### src/rtl/multicycle_control_fsm_if.sv
// rtl/multicycle_control_fsm_if.sv - control bundle between IR/memory and the sequencer
// master: sequencer side; slave: datapath side.
interface multicycle_control_fsm_if #(
   parameter int RET_W = 32
);
   logic [6:0]       opcode;
   logic             zero;
   logic             mem_ready;
   logic             PCwrite;
   logic             IRwrite;
   logic             IorD;
   logic             Memread;
   logic             Memwrite;
   logic             Regwrite;
   logic             Branch;
   logic             Jump;
   logic             PCsrc;
   logic [1:0]       ALUsrcA;
   logic [1:0]       ALUsrcB;
   logic [1:0]       ResultSrc;
   logic [1:0]       ALUop;
   logic             illegal;
   logic             trap;
   logic [3:0]       state;
   logic [RET_W-1:0] retired;

   modport master (
      input  opcode, zero, mem_ready,
      output PCwrite, IRwrite, IorD, Memread, Memwrite, Regwrite, Branch, Jump,
             PCsrc, ALUsrcA, ALUsrcB, ResultSrc, ALUop, illegal, trap, state, retired
   );

   modport slave (
      output opcode, zero, mem_ready,
      input  PCwrite, IRwrite, IorD, Memread, Memwrite, Regwrite, Branch, Jump,
             PCsrc, ALUsrcA, ALUsrcB, ResultSrc, ALUop, illegal, trap, state, retired
   );
endinterface

### src/rtl/multicycle_control_fsm.sv
// rtl/multicycle_control_fsm.sv - multi-cycle RV32I subset sequencer with memory timeout trap
// Moore control decode per state, gated by mem_ready/zero/opcode where the datapath needs it.
module multicycle_control_fsm #(
   parameter int TIMEOUT = 16,
   parameter int RET_W   = 32
) (
   input logic                      clk,
   input logic                      rst,
   multicycle_control_fsm_if.master bus
);
   localparam logic [3:0] S_RST      = 4'd0;
   localparam logic [3:0] S_FETCH    = 4'd1;
   localparam logic [3:0] S_DECODE   = 4'd2;
   localparam logic [3:0] S_MEMADR   = 4'd3;
   localparam logic [3:0] S_MEMREAD  = 4'd4;
   localparam logic [3:0] S_MEMWB    = 4'd5;
   localparam logic [3:0] S_MEMWRITE = 4'd6;
   localparam logic [3:0] S_EXEC_R   = 4'd7;
   localparam logic [3:0] S_EXEC_I   = 4'd8;
   localparam logic [3:0] S_ALUWB    = 4'd9;
   localparam logic [3:0] S_BRANCH   = 4'd10;
   localparam logic [3:0] S_JAL      = 4'd11;
   localparam logic [3:0] S_JALR     = 4'd12;
   localparam logic [3:0] S_TRAP     = 4'd15;

   localparam logic [6:0] OP_LOAD  = 7'b0000011;
   localparam logic [6:0] OP_STORE = 7'b0100011;
   localparam logic [6:0] OP_R     = 7'b0110011;
   localparam logic [6:0] OP_I     = 7'b0010011;
   localparam logic [6:0] OP_BR    = 7'b1100011;
   localparam logic [6:0] OP_JAL   = 7'b1101111;
   localparam logic [6:0] OP_JALR  = 7'b1100111;

   localparam int              WAIT_W    = (TIMEOUT > 1) ? $clog2(TIMEOUT) : 1;
   localparam logic [WAIT_W-1:0] WAIT_LAST = (TIMEOUT > 0) ? WAIT_W'(TIMEOUT - 1) : '0;

   logic [3:0]        state_q, state_d;
   logic [WAIT_W-1:0] wait_cnt_q, wait_cnt_d;
   logic [RET_W-1:0]  retired_q, retired_d;
   logic              mem_state;
   logic              retire;

   always_comb begin
      state_d   = state_q;
      mem_state = (state_q == S_FETCH) || (state_q == S_MEMREAD) || (state_q == S_MEMWRITE);
      retire    = 1'b0;
      case (state_q)
         S_RST:      state_d = S_FETCH;
         S_FETCH:    if (bus.mem_ready) state_d = S_DECODE;
         S_DECODE: begin
            case (bus.opcode)
               OP_LOAD, OP_STORE: state_d = S_MEMADR;
               OP_R:              state_d = S_EXEC_R;
               OP_I:              state_d = S_EXEC_I;
               OP_BR:             state_d = S_BRANCH;
               OP_JAL:            state_d = S_JAL;
               OP_JALR:           state_d = S_JALR;
               default:           state_d = S_FETCH;
            endcase
         end
         S_MEMADR:   state_d = (bus.opcode == OP_LOAD) ? S_MEMREAD : S_MEMWRITE;
         S_MEMREAD:  if (bus.mem_ready) state_d = S_MEMWB;
         S_MEMWRITE: begin
            if (bus.mem_ready) begin
               state_d = S_FETCH;
               retire  = 1'b1;
            end
         end
         S_EXEC_R, S_EXEC_I: state_d = S_ALUWB;
         S_MEMWB, S_ALUWB, S_BRANCH, S_JAL, S_JALR: begin
            state_d = S_FETCH;
            retire  = 1'b1;
         end
         S_TRAP:     state_d = S_TRAP;
         default:    state_d = S_RST;
      endcase

      // A ready response in the last allowed cycle beats the timeout.
      if ((TIMEOUT > 0) && mem_state && !bus.mem_ready && (wait_cnt_q == WAIT_LAST))
         state_d = S_TRAP;

      wait_cnt_d = (mem_state && !bus.mem_ready && (state_d == state_q))
                   ? wait_cnt_q + WAIT_W'(1) : '0;
      retired_d  = retire ? retired_q + RET_W'(1) : retired_q;
   end

   always_ff @(posedge clk or posedge rst) begin
      if (rst) begin
         state_q    <= S_RST;
         wait_cnt_q <= '0;
         retired_q  <= '0;
      end else begin
         state_q    <= state_d;
         wait_cnt_q <= wait_cnt_d;
         retired_q  <= retired_d;
      end
   end

   always_comb begin
      bus.PCwrite   = 1'b0;
      bus.IRwrite   = 1'b0;
      bus.IorD      = 1'b0;
      bus.Memread   = 1'b0;
      bus.Memwrite  = 1'b0;
      bus.Regwrite  = 1'b0;
      bus.Branch    = 1'b0;
      bus.Jump      = 1'b0;
      bus.PCsrc     = 1'b0;
      bus.ALUsrcA   = 2'b00;
      bus.ALUsrcB   = 2'b00;
      bus.ResultSrc = 2'b00;
      bus.ALUop     = 2'b00;
      bus.illegal   = 1'b0;
      bus.trap      = 1'b0;
      case (state_q)
         S_FETCH: begin
            bus.Memread = 1'b1;
            bus.ALUsrcB = 2'b10;
            bus.IRwrite = bus.mem_ready;
            bus.PCwrite = bus.mem_ready;
         end
         S_DECODE: begin
            // Branch/JAL target computed from OldPC + imm while the opcode resolves.
            bus.ALUsrcA = 2'b01;
            bus.ALUsrcB = 2'b01;
            case (bus.opcode)
               OP_LOAD, OP_STORE, OP_R, OP_I, OP_BR, OP_JAL, OP_JALR: bus.illegal = 1'b0;
               default: bus.illegal = 1'b1;
            endcase
         end
         S_MEMADR: begin
            bus.ALUsrcA = 2'b10;
            bus.ALUsrcB = 2'b01;
         end
         S_MEMREAD: begin
            bus.Memread = 1'b1;
            bus.IorD    = 1'b1;
         end
         S_MEMWB: begin
            bus.Regwrite  = 1'b1;
            bus.ResultSrc = 2'b01;
         end
         S_MEMWRITE: begin
            bus.Memwrite = 1'b1;
            bus.IorD     = 1'b1;
         end
         S_EXEC_R: begin
            bus.ALUsrcA = 2'b10;
            bus.ALUop   = 2'b10;
         end
         S_EXEC_I: begin
            bus.ALUsrcA = 2'b10;
            bus.ALUsrcB = 2'b01;
            bus.ALUop   = 2'b10;
         end
         S_ALUWB: bus.Regwrite = 1'b1;
         S_BRANCH: begin
            bus.Branch  = 1'b1;
            bus.ALUsrcA = 2'b10;
            bus.ALUop   = 2'b01;
            bus.PCsrc   = 1'b1;
            bus.PCwrite = bus.zero;
         end
         S_JAL: begin
            bus.Jump      = 1'b1;
            bus.PCwrite   = 1'b1;
            bus.PCsrc     = 1'b1;
            bus.Regwrite  = 1'b1;
            bus.ResultSrc = 2'b10;
         end
         S_JALR: begin
            bus.Jump      = 1'b1;
            bus.ALUsrcA   = 2'b10;
            bus.ALUsrcB   = 2'b01;
            bus.PCwrite   = 1'b1;
            bus.Regwrite  = 1'b1;
            bus.ResultSrc = 2'b10;
         end
         S_TRAP:  bus.trap = 1'b1;
         default: bus.trap = 1'b0;
      endcase
   end

   assign bus.state   = state_q;
   assign bus.retired = retired_q;
endmodule

### src/flat_wrapper.sv
// flat-port wrapper written by rule: the top's interface ports become plain ports
module multicycle_control_fsm_flat 
#(
   parameter int TIMEOUT = 16,
   parameter int RET_W   = 32
)
  (clk, rst, bus_opcode, bus_zero, bus_mem_ready, bus_PCwrite, bus_IRwrite, bus_IorD, bus_Memread, bus_Memwrite, bus_Regwrite, bus_Branch, bus_Jump, bus_PCsrc, bus_ALUsrcA, bus_ALUsrcB, bus_ResultSrc, bus_ALUop, bus_illegal, bus_trap, bus_state, bus_retired);
  multicycle_control_fsm_if #(.RET_W(RET_W)) bus_i ();
  input logic clk;
  input logic rst;
  input wire logic [$bits(bus_i.opcode)-1:0] bus_opcode;
  input wire logic [$bits(bus_i.zero)-1:0] bus_zero;
  input wire logic [$bits(bus_i.mem_ready)-1:0] bus_mem_ready;
  output wire logic [$bits(bus_i.PCwrite)-1:0] bus_PCwrite;
  output wire logic [$bits(bus_i.IRwrite)-1:0] bus_IRwrite;
  output wire logic [$bits(bus_i.IorD)-1:0] bus_IorD;
  output wire logic [$bits(bus_i.Memread)-1:0] bus_Memread;
  output wire logic [$bits(bus_i.Memwrite)-1:0] bus_Memwrite;
  output wire logic [$bits(bus_i.Regwrite)-1:0] bus_Regwrite;
  output wire logic [$bits(bus_i.Branch)-1:0] bus_Branch;
  output wire logic [$bits(bus_i.Jump)-1:0] bus_Jump;
  output wire logic [$bits(bus_i.PCsrc)-1:0] bus_PCsrc;
  output wire logic [$bits(bus_i.ALUsrcA)-1:0] bus_ALUsrcA;
  output wire logic [$bits(bus_i.ALUsrcB)-1:0] bus_ALUsrcB;
  output wire logic [$bits(bus_i.ResultSrc)-1:0] bus_ResultSrc;
  output wire logic [$bits(bus_i.ALUop)-1:0] bus_ALUop;
  output wire logic [$bits(bus_i.illegal)-1:0] bus_illegal;
  output wire logic [$bits(bus_i.trap)-1:0] bus_trap;
  output wire logic [$bits(bus_i.state)-1:0] bus_state;
  output wire logic [$bits(bus_i.retired)-1:0] bus_retired;
  assign bus_i.opcode = bus_opcode;
  assign bus_i.zero = bus_zero;
  assign bus_i.mem_ready = bus_mem_ready;
  assign bus_PCwrite = bus_i.PCwrite;
  assign bus_IRwrite = bus_i.IRwrite;
  assign bus_IorD = bus_i.IorD;
  assign bus_Memread = bus_i.Memread;
  assign bus_Memwrite = bus_i.Memwrite;
  assign bus_Regwrite = bus_i.Regwrite;
  assign bus_Branch = bus_i.Branch;
  assign bus_Jump = bus_i.Jump;
  assign bus_PCsrc = bus_i.PCsrc;
  assign bus_ALUsrcA = bus_i.ALUsrcA;
  assign bus_ALUsrcB = bus_i.ALUsrcB;
  assign bus_ResultSrc = bus_i.ResultSrc;
  assign bus_ALUop = bus_i.ALUop;
  assign bus_illegal = bus_i.illegal;
  assign bus_trap = bus_i.trap;
  assign bus_state = bus_i.state;
  assign bus_retired = bus_i.retired;
  multicycle_control_fsm #(.TIMEOUT(TIMEOUT), .RET_W(RET_W)) u_core (.clk(clk), .rst(rst), .bus(bus_i));
endmodule
### config.mk
export PLATFORM = sky130hd
export DESIGN_NAME = multicycle_control_fsm_flat
export DESIGN_NICKNAME = d
export VERILOG_FILES = /design/src/rtl/multicycle_control_fsm_if.sv /design/src/rtl/multicycle_control_fsm.sv /design/src/flat_wrapper.sv
export SDC_FILE = /design/constraint.sdc
export NUM_CORES = 1
export LEC_CHECK = 0
export CORE_MARGIN = 10
export CORE_UTILIZATION = 35
export DETAILED_ROUTE_END_ITERATION = 7
export PLACE_DENSITY_LB_ADDON = 0.2
export SLEW_MARGIN = 20
export SYNTH_ARGS = -nofsm -noshare
export SYNTH_HDL_FRONTEND = slang
export SYNTH_SLANG_ARGS = --single-unit
### constraint.sdc
create_clock -name clk -period 2.4 [get_ports clk]
set_input_delay 0.36 -clock clk [delete_from_list [all_inputs] [get_ports clk]]
set_output_delay 0.36 -clock clk [all_outputs]
set_load 0.1 [all_outputs]
# Yosys cells after proc, flatten, opt, wreduce, memory -nomap -nowiden
# Cells that the tools add are included.
# word_totals
inputBits	11
regBits	40
wordCells	72
out_inout_bits	55
# op_classes
eq_ne	22
n_reduce_logical	19
muxes	26
add_sub_neg	2
# op_table
operator	n
adder 32 x 1 -> 32 bit (second input constant)	1
one-hot mux 4 bit (8 select lines)	1
== test 4 bit (second input constant)	7
one-hot mux 4 bit (6 select lines)	1
== test 7 bit (second input constant)	3
two-way mux 4 bit	5
== test 4 x 3 -> 1 bit (second input constant)	4
one-hot mux 2 bit (2 select lines)	4
== test 7 x 6 -> 1 bit (second input constant)	2
two-way mux 1 bit	12
OR reduction 2 bit	6
OR reduction 5 bit	2
== test 4 x 2 -> 1 bit (second input constant)	2
OR reduction 4 bit	2
== test 7 x 2 -> 1 bit (second input constant)	1
== test 7 x 5 -> 1 bit (second input constant)	1
OR reduction 7 bit	1
OR reduction 6 bit	1
adder 4 x 1 -> 4 bit (second input constant)	1
== test 4 x 1 -> 1 bit (second input constant)	1
== test 4 bit	1
zero test 4 bit	1
logical AND 1 bit	3
one-hot mux 1 bit (3 select lines)	1
other kinds (4)	5

# Depth between registers and ports, before layout
# depth
ltp_word	9
depth_mapped	8
ltp_nobuf	6

# Worst setup path before layout
# Ideal clock, no wire load.
# synth_path
path_kind	register -> output
from	reg u_core.state_q[0], in the netlist u_core.bus.state[0]
to	out bus_PCwrite
path_stages_with_launch	6
slack_ns	-3.094
required_ns	2.040
t_arrival_ns	5.134
cell_sequence	dfrtp_1 > buf_2 > nand2_1 > nor3_1 > and2_1 > a211o_1
# synth_via
elab_chain_len	3
elab_cells_between_ends	6
cone_classes	eq/ne (4); mux (1); reduce/logical (1)
# synth_lines
element	line	source
from (decl)	multicycle_control_fsm.sv:37	logic [3:0] state_q, state_d;
from (signal assigned)	multicycle_control_fsm.sv:93	state_q <= state_d;
== test 4 bit	multicycle_control_fsm.sv:115	case (state_q)
OR reduction 2 bit (no source line)	-	
one-hot mux 1 bit (3 select lines) (*)	multicycle_control_fsm.sv:115	
to (decl)	flat_wrapper.sv:14	output wire logic [$bits(bus_i.PCwrite)-1:0] bus_PCwrite;
# Mark *: on every way between the ends. The rest lies on a longest branch, timed or not.

# Final worst setup path
# layout_path
from	reg u_core.state_q[1], in the netlist u_core.bus.state[1]
to	out bus_illegal
# layout_via
elab_chain_len	2
# layout_lines
element	line	source
== test 4 x 2 -> 1 bit	multicycle_control_fsm.sv:115	
two-way mux 1 bit	multicycle_control_fsm.sv:115	
to (decl)	flat_wrapper.sv:27	output wire logic [$bits(bus_i.illegal)-1:0] bus_illegal;
# No other way between the ends.

==> flow_summary.json <==
{
  "htreeDepth": 2,
  "ctsHoldBuffers": 0,
  "rsz0062_at_grt": "no",
  "layout-drive-gt1-share": 0.308,
  "holdWs_ns": 0.367,
  "clock_latency_ns": 0.29,
  "ys_top_cells_by_count": "dfrtp_1, nand2_1, nor2_1, xor2_1, nor3_1",
  "place_inst": 387,
  "met3_length_um": 302,
  "finalWorstSetupSlack_ns": 0.146,
  "root_buffer": "clkbuf_8",
  "start_util": 0.362,
  "power_frac_comb": 0.636,
  "cts_tree": "done",
  "maxSlewViolCount": 0,
  "status": "finished, final reports clean",
  "finalClockSkew_ns": 0.00985,
  "overflow": 0,
  "grt_max_degree": 29,
  "vdd_drop_max_v": 0.000971,
  "start_kind": "flop",
  "tns_ns": 0,
  "ff2ff_path_depth": 6,
  "synth_edf_count": 0,
  "route.met2.wl_mm": 2.83,
  "dpl_cell_area_mm2": 0.00326,
  "ant_nets": 0,
  "ys_seq_area_frac": 0.433,
  "grt_pass1_wl_mm": 9.68,
  "cts_inserted_buffers": 5,
  "highest_layer": "met4",
  "route.layer.met1.wl_mm": 2.57,
  "dpl.hpwl_mm": 4.52,
  "dr.first_iter.drc_count": 108,
  "grt_use_total": 0.114,
  "totalWireLength_mm": 5.77,
  "crit_arrival_ns": 1.89,
  "nNetsFinal": 330,
  "clk_pin_slew_ns": 0.08,
  "timing.slew.headroom": 0.590,
  "clockBufferDepth": 2,
  "yosysUniqueCellTypes": 45,
  "grt_pass1_vias": 2048,
  "utilization": 0.525,
  "synth_ff_type": "dfrtp_1",
  "p_total_mw": 3.83,
  "max_freq_mhz": 444,
  "synthArstFlopShare": 1.00,
  "syn2layout_area_growth_pct": 44.9,
  "cellPowerDensity_mw_per_mm2": 1140,
  "num_vias": 1971,
  "final_hold_viol_count": 0,
  "setup_viol": 0,
  "clockPowerShare": 0.119,
  "cts_sinks": 40,
  "p_sw_mw": 2.10,
  "required_ns": 2.04,
  "final_area_mm2": 0.00335,
  "p_int_mw": 1.74,
  "fp.dieH_um": 101,
  "die_area_mm2": 0.0103,
  "synth_top_cell_by_area": "dfrtp_1",
  "pre_cts_ws_ns": 0.214,
  "stdcell_count": 395,
  "synthesis.nets": 266,
  "viasPerCell": 4.99,
  "sw_frac_of_total": 0.547,
  "worst_slew_pin_slew_ns": 0.615,
  "yosys_warnings": 0,
  "syn_area_per_cell_um2": 9.14,
  "netlist_area_mm2": 0.00231,
  "drcViolationCount": 0,
  "place.gp.congestion": 0.771,
  "synthTopCellsByArea": "dfrtp_1, xor2_1, xnor2_1, nand2_1, nor2_1",
  "rows": 29,
  "drv_cap": 0,
  "core_area_mm2": 0.00639,
  "n_antenna_cell": 0,
  "portBuffers": 65,
  "cts_setup_buffers": 0,
  "fin_crit_sh": 0.939,
  "wire_per_inst_um": 14.6,
  "cp-end-kind": "output port",
  "syn_inst": 253,
  "io_pins": 66,
  "critical_path_class": "flop to output port",
  "p_leak_nw": 1.52,
  "cp_max_fo": 20,
  "synth_top_area_share": 0.433,
  "yosysMostFrequentCell": "dfrtp_1",
  "power.share.sequential": 0.245,
  "ys_ff_latch": 40,
  "antenna_found_initial": 0,
  "period_needed_ns": 2.25,
  "die_w_um": 101,
  "cts_resized": 0,
  "drt-pass1-iter-count": 4,
  "hold_path.class": "input port to asynchronous set/reset pin"
}
==> flip-flops by register name, indices dropped and copies added (netlist names) <==
signal and cells:
u_core.bus.retired 32, u_core.bus.state 4, u_core.wait_cnt_q 4
==> worst max-delay path, cell delays in order (launching register included) <==
cell and delay, ns:
dfrtp_4 0.57, nand2b_1 0.27, nor3_4 0.39, o31a_4 0.21, buf_12 0.16
==> cell type report <==
cell class                      instances  area [um2]
Inverter                               12        48.8
Timing Repair Buffer                   71         783
Clock buffer                            6        82.6
Clock inverter                          2        10.0
Sequential cell                        40        1020
Multi-Input combinational cell        187        1320
Fill cell                             580        3030
Tap cell                               77        96.3
==> layer usage <==
layer	vias up	global-route usage
li1	1001	-
met1	932	0.136
met2	34	0.189
met3	4	0.0381
met4	0	0.0364
met5	-	0
==> worst paths after layout <==
path	from	end	slack, ns
worst min-delay path	rst	u_core.bus.retired[19]$_DFFE_PP0P_	0.37
worst max register to register	u_core.bus.state[0]$_DFF_PP0_	u_core.bus.retired[31]$_DFFE_PP0P_	0.21
max in group asynchronous	rst	u_core.bus.state[2]$_DFF_PP0_	1.65
worst max-delay path	u_core.bus.state[1]$_DFF_PP0_	bus_illegal	0.15
worst min register to register	u_core.wait_cnt_q[0]$_DFF_PP0_	u_core.wait_cnt_q[0]$_DFF_PP0_	0.47
min in group clk	u_core.wait_cnt_q[0]$_DFF_PP0_	u_core.wait_cnt_q[0]$_DFF_PP0_	0.47
==> layout by cell type, fill, tap and decap left out, types with 2 or more instances in the layout <==
master / instances
buf_4: 43
dfrtp_1: 36
nand2_1: 24
xor2_1: 20
nor2_1: 19
buf_12: 18
xnor2_1: 15
nor3_1: 13
nand3_1: 12
inv_1: 10
clkdlybuf4s50_1: 10
o21ai_0: 7
a21oi_1: 7
nor4_1: 6
nand2b_1: 6
clkbuf_8: 6
nand4_1: 5
o21ai_4: 4
and3_1: 4
dfrtp_4: 4
or3_1: 3
nor2_2: 3
nor3_4: 3
nor2b_1: 2
and2_1: 2
nor4_4: 2
nand3b_1: 2
and2_4: 2
nor2_4: 2
a32o_1: 2
ha_1: 2
clkinv_2: 2
==> power by group through the flow <==
| stage | logic [mW] | registers (mW) | clock network (mW) |
|---|---|---|---|
| 2_1_floorplan | 1.45 | 1.31 | 0 |
| 3_3_place_gp | 2.46 | 0.945 | 0 |
| 3_5_place_dp | 2.46 | 0.952 | 0 |
| 4_1_cts | 2.46 | 0.939 | 0.475 |
| 5_1_grt | 2.55 | 0.963 | 0.501 |
| 6_report | 2.44 | 0.940 | 0.455 |
==> cell families (layout without fill, tap and decap cells) <==
family,after synthesis,count (layout),synth area share
fa+ha+maj,3,3,0.0151
xor+xnor,35,35,0.133
simple gates,115,115,0.264
compound gates,33,33,0.0995
flops,40,40,0.433
buf+inv,26,91,0.0514
mux,1,1,0.00487
Note: power is estimated with default switching activity, not from simulation.
==> variant (config.mk and constraints unchanged) <==
`TIMEOUT` is set to 16 in 2 places; all go to 64.
--- a/src/rtl/multicycle_control_fsm.sv
+++ b/src/rtl/multicycle_control_fsm.sv
@@ -3,3 +3,3 @@
 module multicycle_control_fsm #(
-   parameter int TIMEOUT = 16,
+   parameter int TIMEOUT = 64,
    parameter int RET_W   = 32
--- a/src/flat_wrapper.sv
+++ b/src/flat_wrapper.sv
@@ -3,3 +3,3 @@
 #(
-   parameter int TIMEOUT = 16,
+   parameter int TIMEOUT = 64,
    parameter int RET_W   = 32
Check against the original RTL: no difference found for any inputs over 10 cycles, from zero or initial values and one cycle with rst high; that may be too few to reach the edited logic, so the function may still have changed.
==> variant against the unedited design <==
  * Routed wire length is 4.6% higher
  * Sequential cell count up 2
  * Clock power rose by 21%
  * Clock skew decreased by 0.0046 ns
  * Worst setup slack worse by 0.011 ns
  * Global-route usage increased by 0.21 points
  * Count of clock-buffer cells in the layout unchanged
  * Total power rose by 5.4%
  * Final cell count is 1.3% lower
  * Cell area is 3.8% higher
  * Area after synthesis increased by 3.7%
  * Largest power group unchanged
  * Highest routed layer unchanged
==> variant: results (changes against the unedited design) <==
metric,value,unit,change
dp_cells,382,,was 387
cts-resized-gates,0,,unchanged
peakVddDrop,744.9,uV,was 970.6 uV
dpl.hpwl,4.653,mm,was 4.518 mm
drive_gt1_share,37.74,%,was 30.82%
combPwrFrac,61.5,%,was 63.6%
leakage,1.401,nW,was 1.516 nW
nets,322,,was 330
synthCells,243,,was 253
synthFlopType,dfrtp_1,,unchanged
startpoint,u_core.bus.state[3]$_DFF_PP0_,,was u_core.bus.state[1]$_DFF_PP0_
slew_headroom,59.40,%,was 58.98%
grt_first_pass_wirelength,10.03,mm,was 9.680 mm
fill_cells,610,,was 580
firstDrtPassIters,4,,unchanged
synthMuxAreaShare,0.8863,%,was 0.4867%
reg2reg_to,u_core.bus.retired[29]$_DFFE_PP0P_,,was u_core.bus.retired[31]$_DFFE_PP0P_
postLayoutSetupSlackWorst,0.1356,ns,was 0.1462 ns
max_stage_delay,0.43,ns,was 0.57 ns
rr_worst_depth,5,,was 6
crit_slowest_cell,or3_1,,was dfrtp_4
yosys.area_share.adder,1.460,%,was 1.514%
synth_compound_area_share,11.57,%,was 9.951%
drt_iter0_markers,94,,was 108
fin_skew,0.005220,ns,was 0.009848 ns
synth_cell_types,47,,was 45
drt-total-wl,6.034,mm,was 5.771 mm
h-tree-depth,2,,unchanged
ys_seq_area_share,43.80,%,was 43.27%
worstPathMaxFanout,19,,was 20
final_cell_count_no_fill,390,,was 395
hold_slack,0.4629,ns,was 0.3668 ns
status,finished clean,,unchanged
synth_nets,256,,was 266
reg2reg_from,u_core.bus.retired[3]$_DFFE_PP0P_,,was u_core.bus.state[0]$_DFF_PP0_
clockPowerShare,13.6,%,was 11.9%
r2r_slack,0.25,ns,was 0.21 ns
worstSetupEndpoint,bus_ALUop[1],,was bus_illegal
ys_top_cells_by_count,"dfrtp_1 (42), xnor2_1 (26), nand2_1 (20), nand3_1 (17), nor2_1 (17)",,"was dfrtp_1 (40), nand2_1 (25), nor2_1 (24), xor2_1 (20), nor3_1 (16)"
p_int,1.882,mW,was 1.736 mW
vias_per_cell,5.167,,was 4.990
placed_area,0.003369,mm^2,was 0.003261 mm^2
routabilityCongestion,0.8124,,was 0.7712
synth.area.top_cells,"dfrtp_1 (44%), xnor2_1 (9.5%), xor2_1 (3.6%)",,"was dfrtp_1 (43%), xor2_1 (7.6%), xnor2_1 (5.7%)"
p_sw,2.161,mW,was 2.098 mW
arrival,1.90,ns,
grt_usage,11.61,%,was 11.40%
hold_class,flop to flop,,was input port to asynchronous set/reset pin
grt_max_degree,43,,was 29
synth-xor-area-share,13.14,%,was 13.25%
grt_pass1_vias,1976,,"was 2,048"
[variant: layout make-up]
cell class / instances / area (um^2) / share of cell area, %
clock buffers: 6 / 72.57 / 2.086
clock inverters: 2 / 37.54 / 1.079
inverters: 7 / 28.78 / 0.8270
multi-input cells: 182 / 1353 / 38.87
flip-flops and latches: 42 / 1092 / 31.39
well taps: 80 / 100.1 / 2.877
repair buffers: 71 / 795.8 / 22.87
[variant: logic make-up after synthesis]
| family | Yosys count |
|---|---|
| flip-flops | 42 |
| AND/OR/NAND/NOR | 107 |
| AO/OA/AOI/OAI | 34 |
| multiplexers | 2 |
| adder cells (fa/ha/maj) | 3 |
| XOR/XNOR | 36 |
| buffers and inverters | 19 |
[variant: layer usage]
metal  part of all wire [%]  wire length [um]  global-route usage, %  vias to the layer above
met5                      0                 0                      0                        -
met4                   0.75                45                  2.781                        0
met3                    6.0               362                  3.619                        5
met2                     48              2910                  18.55                       45
met1                     45              2715                  14.94                      969
li1                       -                 -                      -                      996
